**src/rtl/hexa7seg_scan_if.sv**
```systemverilog
`default_nettype none
// +-----------------------------------------------------------------------+
// | hexa7seg_scan_if: value/control inputs and scanned display outputs     |
// | Revision: 1.0                                                          |
// +-----------------------------------------------------------------------+
interface hexa7seg_scan_if #(
    parameter int N_DIGITS = 4
);
    logic                  load;
    logic [4*N_DIGITS-1:0] valor;
    logic                  blank_lz;
    logic [N_DIGITS-1:0]   blink_en;
    logic [6:0]            seg;
    logic [N_DIGITS-1:0]   digit_sel;
    logic                  frame_tick;

    modport master (
        output load, valor, blank_lz, blink_en,
        input  seg, digit_sel, frame_tick
    );

    modport slave (
        input  load, valor, blank_lz, blink_en,
        output seg, digit_sel, frame_tick
    );
endinterface
`default_nettype wire

```
**src/rtl/hexa7seg_scan.sv**
```systemverilog
`default_nettype none
// +-----------------------------------------------------------------------+
// | hexa7seg_scan: multiplexed hex 7-segment driver with LZ blank + blink  |
// | Revision: 1.0                                                          |
// +-----------------------------------------------------------------------+
module hexa7seg_scan #(
    parameter int N_DIGITS     = 4,
    parameter int SCAN_DIV     = 50000,
    parameter int BLINK_FRAMES = 64
) (
    input  wire logic       clk,
    input  wire logic       rst_n,
    hexa7seg_scan_if.slave  bus
);
    localparam int c_pw = $clog2(SCAN_DIV);
    localparam int c_iw = $clog2(N_DIGITS);
    localparam int c_fw = $clog2(BLINK_FRAMES + 1);

    localparam logic [c_pw-1:0]     c_presc_last  = c_pw'(SCAN_DIV - 1);
    localparam logic [c_iw-1:0]     c_idx_last    = c_iw'(N_DIGITS - 1);
    localparam logic [c_fw-1:0]     c_frames_last = c_fw'(BLINK_FRAMES - 1);
    localparam logic [N_DIGITS-1:0] c_one         = N_DIGITS'(1);

    logic [c_pw-1:0]       r_presc;
    logic [c_iw-1:0]       r_idx;
    logic [c_fw-1:0]       r_frames;
    logic                  r_phase;
    logic [4*N_DIGITS-1:0] r_shadow;
    logic [6:0]            r_seg;
    logic [N_DIGITS-1:0]   r_sel;
    logic                  r_wrap;
    logic                  r_tick;

    logic                  w_slot_end;
    logic                  w_wrap;
    logic [3:0]            w_digit;
    logic                  w_upper_zero;
    logic                  w_blank;
    logic [6:0]            w_next_seg;

    function automatic logic [6:0] font(input logic [3:0] d);
        logic [6:0] s;
        case (d)
            4'h0: s = 7'h3F;
            4'h1: s = 7'h06;
            4'h2: s = 7'h5B;
            4'h3: s = 7'h4F;
            4'h4: s = 7'h66;
            4'h5: s = 7'h6D;
            4'h6: s = 7'h7D;
            4'h7: s = 7'h07;
            4'h8: s = 7'h7F;
            4'h9: s = 7'h6F;
            4'hA: s = 7'h77;
            4'hB: s = 7'h7C;
            4'hC: s = 7'h39;
            4'hD: s = 7'h5E;
            4'hE: s = 7'h79;
            default: s = 7'h71;
        endcase
        return s;
    endfunction

    always_comb begin
        w_slot_end   = (r_presc == c_presc_last);
        w_wrap       = w_slot_end && (r_idx == c_idx_last);
        w_digit      = r_shadow[4*int'(r_idx) +: 4];
        // Current digit and everything above it zero means it is a leading zero.
        w_upper_zero = ((r_shadow >> (4*int'(r_idx))) == '0);
        w_blank      = (bus.blank_lz && (r_idx != '0) && w_upper_zero)
                    || (bus.blink_en[r_idx] && r_phase);
        w_next_seg   = w_blank ? 7'h00 : font(w_digit);
    end

    always_ff @(posedge clk or negedge rst_n) begin
        if (!rst_n) begin
            r_presc  <= '0;
            r_idx    <= '0;
            r_frames <= '0;
            r_phase  <= 1'b0;
            r_shadow <= '0;
            r_seg    <= 7'h00;
            r_sel    <= '0;
            r_wrap   <= 1'b0;
            r_tick   <= 1'b0;
        end else begin
            r_presc <= w_slot_end ? '0 : r_presc + 1'b1;
            if (w_slot_end) begin
                r_idx <= (r_idx == c_idx_last) ? '0 : r_idx + 1'b1;
            end
            if (w_wrap) begin
                if (r_frames == c_frames_last) begin
                    r_frames <= '0;
                    r_phase  <= ~r_phase;
                end else begin
                    r_frames <= r_frames + 1'b1;
                end
            end
            if (bus.load) begin
                r_shadow <= bus.valor;
            end
            r_seg  <= w_next_seg;
            r_sel  <= c_one << r_idx;
            // Delayed one cycle so the pulse lines up with digit_sel returning to digit 0.
            r_wrap <= w_wrap;
            r_tick <= r_wrap;
        end
    end

    assign bus.seg        = r_seg;
    assign bus.digit_sel  = r_sel;
    assign bus.frame_tick = r_tick;
endmodule
`default_nettype wire

```
**src/flat_wrapper.sv**
```systemverilog
// flat-port wrapper written by rule: the top's interface ports become plain ports
module hexa7seg_scan_flat 
#(
    parameter int N_DIGITS     = 4,
    parameter int SCAN_DIV     = 50000,
    parameter int BLINK_FRAMES = 64
)
  (clk, rst_n, bus_load, bus_valor, bus_blank_lz, bus_blink_en, bus_seg, bus_digit_sel, bus_frame_tick);
  hexa7seg_scan_if #(.N_DIGITS(N_DIGITS)) bus_i ();
  input  wire logic clk;
  input  wire logic rst_n;
  input wire logic [$bits(bus_i.load)-1:0] bus_load;
  input wire logic [$bits(bus_i.valor)-1:0] bus_valor;
  input wire logic [$bits(bus_i.blank_lz)-1:0] bus_blank_lz;
  input wire logic [$bits(bus_i.blink_en)-1:0] bus_blink_en;
  output wire logic [$bits(bus_i.seg)-1:0] bus_seg;
  output wire logic [$bits(bus_i.digit_sel)-1:0] bus_digit_sel;
  output wire logic [$bits(bus_i.frame_tick)-1:0] bus_frame_tick;
  assign bus_i.load = bus_load;
  assign bus_i.valor = bus_valor;
  assign bus_i.blank_lz = bus_blank_lz;
  assign bus_i.blink_en = bus_blink_en;
  assign bus_seg = bus_i.seg;
  assign bus_digit_sel = bus_i.digit_sel;
  assign bus_frame_tick = bus_i.frame_tick;
  hexa7seg_scan #(.N_DIGITS(N_DIGITS), .SCAN_DIV(SCAN_DIV), .BLINK_FRAMES(BLINK_FRAMES)) u_core (.clk(clk), .rst_n(rst_n), .bus(bus_i));
endmodule
```
**config.mk**
```make
export PLATFORM = sky130hd
export DESIGN_NAME = hexa7seg_scan_flat
export DESIGN_NICKNAME = d
export VERILOG_FILES = /design/src/rtl/hexa7seg_scan_if.sv /design/src/rtl/hexa7seg_scan.sv /design/src/flat_wrapper.sv
export SDC_FILE = /design/constraint.sdc
export NUM_CORES = 1
export LEC_CHECK = 0
export ABC_AREA = 1
export BUFFER_PORTS_ARGS = -buffer_cell sky130_fd_sc_hd__clkbuf_2
export CORE_MARGIN = 1.5
export CORE_UTILIZATION = 40
export DETAILED_ROUTE_END_ITERATION = 10
export REMOVE_ABC_BUFFERS = 1
export SLEW_MARGIN = 20
export SYNTH_ARGS = -nofsm -noshare
export SYNTH_HDL_FRONTEND = slang
export SYNTH_SLANG_ARGS = --single-unit
```
**constraint.sdc**
```tcl
create_clock -name clk -period 4.2 [get_ports clk]
set_input_delay 0.63 -clock clk [delete_from_list [all_inputs] [get_ports clk]]
set_output_delay 0.63 -clock clk [all_outputs]
set_load 0.005 [all_outputs]
```
==> metrics.txt <==
clk_skew=0.00543 ns; largest buffer count on any clock path=2; DP Cell Count=458; global-route wire length before repair=9390 um; Die W=87.3 um; hold_sp=u_core.r_wrap; number of max-cap violations=0; yosys warns=0; total track usage=15.6%; Yosys reg bits=55; Least-Margin Pin Slew=0.683 ns; final wirelength=5290 um; Final Critical Period=2.32 ns; ANT nets after route=0; Finish-stage setup viols=0; Crit path arrival time=2.53 ns; CP Launch Type=register; die footprint=0.00762 sq mm; Netlist cell types=28; FFs w/ async S/R, synth=100%; Placeable Area=0.00683 sq mm; Iteration-0 DRC Markers=108; Layout area overhead=13.8%; Worst path slowest cell=dfrtp_1; CTS root buf=clkbuf_8; CP Class=reg -> reg; fin. max-slew vios=0; Slew headroom=54.5%; most common cell after layout, fill and taps aside=nand2_1; Seq/Total Area, Yosys=48.4%; Bufs and invs on worst path=2; GRT Residual Overflow=0; Worst IR Drop VDD=165 uV; drt first pass iters=5; dominant synthesized flop cell=dfrtp_1; # port buffers=35; R2R setup slack=1.88 ns; CP delay by family, top=simple AND/OR/NAND/NOR gates; cells after synthesis=330; reg2reg path depth=12; initial antenna violation count=0; Hold Path Depth=0; largest net degree at the start of global routing=56; layout cell share with drive strength beyond 1=19.7%; row count=30; metal3 WL=177 um; Crit. End Element=register; vias in the first global route=2,010; TritonCTS clock tree=done; leakage=1.62 nW; Via density=4.67; unrepaired setup endpoints after global routing=no; CTS buffer count=5; Min-Delay Path Class=reg -> reg; most frequent cells in the layout=nand2_1, dfrtp_1, nor2_1; io pins=36; Routed met2 length=2300 um; WL/cell=11.3 um; DIE HEIGHT=87.3 um; clock-pin slew on the worst setup and hold paths=0.09 ns; Clock Sinks=55; Max FO, Critical Path=17; crit-path cells=inv_2 -> nand2_1 -> nand2_1 -> o21ai_2 -> ha_1 -> inv_1 -> nor3b_1 -> nand3b_1 -> nor2_1 -> nand2_1 -> nand2_2 -> nor2_1; Max Clk Rate=0.430 GHz; EDFF count, synth=0; H-tree Lvls=2; max incr delay on CP=0.67 ns; hpwl dp=4060 um; n_diodes=0; hold path endpoint=u_core.bus.frame_tick; status=completed; Filler cells=711; drt drc=0; gp weighted congestion=0.867; post-layout util=47.4%; Worst Hold Slack=0.356 ns; PwrDens=326 mW/mm^2; max layer used=met4; post-CTS resize count=0; Tcrit/Tclk final=55.3%; Worst path most repeated cell=nand2_1; via count=2,177; setup TNS=0 ns; Avg Cell Area, Syn=8.62 sq um; setup bufs post-CTS=0; M1 WL=2740 um; Worst R2R End=u_core.bus.seg[3]; hold_buf cts=0; mapped cell area=0.00284 sq mm; worst reg2reg startpoint=u_core.r_idx[0]; post-layout total power=1.05 mW; Final Hold Viols=0; Starting Density=41.6%; Post-Layout Cell Count=466; nets=405; Req. time, crit path=4.41 ns; worst-skew pair later-pin latency=0.31 ns
sequential cells by signal, indices dropped and copies added (netlist names):
| register | flops |
|---|---|
| u_core.r_presc | 16 |
| u_core.r_shadow | 16 |
| u_core.bus.seg | 7 |
| u_core.r_frames | 7 |
| u_core.bus.digit_sel | 4 |
| u_core.r_idx | 2 |
| u_core.bus.frame_tick | 1 |
| u_core.r_phase | 1 |
| u_core.r_wrap | 1 |
power by group:
group | internal [mW] | leakage [nW] | switching (mW) | total, mW
registers | 0.555 | 0.690 | 0.0139 | 0.569
clock network | 0.193 | 0.0612 | 0.171 | 0.364
logic | 0.0530 | 0.865 | 0.0687 | 0.122
through the flow:
stage	cell area, sq um	worst slack, ns
floorplan	2820	2.23
global placement	3120	2.03
detailed placement	3120	1.87
CTS	3240	1.86
global route	3240	1.57
finish	3240	1.88
Yosys cell counts, types with 3 or more instances:
library cell,number,area (sq um)
nand2_1,90,338
dfrtp_1,55,1380
nor2_1,40,150
inv_1,26,97.6
nand3_1,23,115
o21ai_0,17,85.1
mux2_2,13,146
ha_1,12,150
xor2_1,9,78.8
nor3_1,7,35.0
a21oi_1,4,20.0
inv_2,4,15.0
nand2_2,4,25.0
o21ai_2,4,35.0
nand3b_1,3,22.5
xnor2_1,3,26.3
kinds of logic (layout without fill, tap and decap cells):
| logic type | after synthesis | in the layout | share of synthesized area, % |
|---|---|---|---|
| AO/OA/AOI/OAI | 28 | 28 | 5.63 |
| XOR/XNOR | 12 | 12 | 3.70 |
| adder cells (fa/ha/maj) | 12 | 12 | 5.28 |
| buffers and inverters | 36 | 76 | 5.24 |
| flip-flops | 55 | 55 | 48.4 |
| multiplexers | 13 | 13 | 5.15 |
| AND/OR/NAND/NOR | 174 | 174 | 26.6 |
routing by layer:
metal / track usage [%] / vias to the layer above
li1: - / 1133
met1: 23.2 / 998
met2: 22.5 / 40
met3: 2.84 / 6
met4: 5.48 / 0
met5: 0 / -
layout make-up:
type | instances | area (sq um) | area share, %
Inverter | 32 | 120 | 3.71
Clock inverter | 2 | 35.0 | 1.08
Tap cell | 96 | 120 | 3.71
Multi-Input combinational cell | 239 | 1320 | 40.8
Timing Repair Buffer | 36 | 183 | 5.65
Clock buffer | 6 | 82.6 | 2.55
Sequential cell | 55 | 1380 | 42.5
worst max-delay path by stage:
stage / from / to / slack, ns / depth (start not counted)
2_1_floorplan: u_core.r_idx[0] / u_core.bus.seg[2] / 2.23 / 12
3_3_place_gp: u_core.r_idx[0] / u_core.bus.seg[1] / 2.03 / 12
3_5_place_dp: u_core.r_idx[0] / u_core.bus.seg[3] / 1.87 / 12
4_1_cts: u_core.r_idx[0] / u_core.bus.seg[3] / 1.86 / 12
5_1_grt: u_core.r_idx[0] / u_core.bus.seg[6] / 1.57 / 12
6_report: u_core.r_idx[0] / u_core.bus.seg[3] / 1.88 / 12
(Power assumes the default switching activity.)
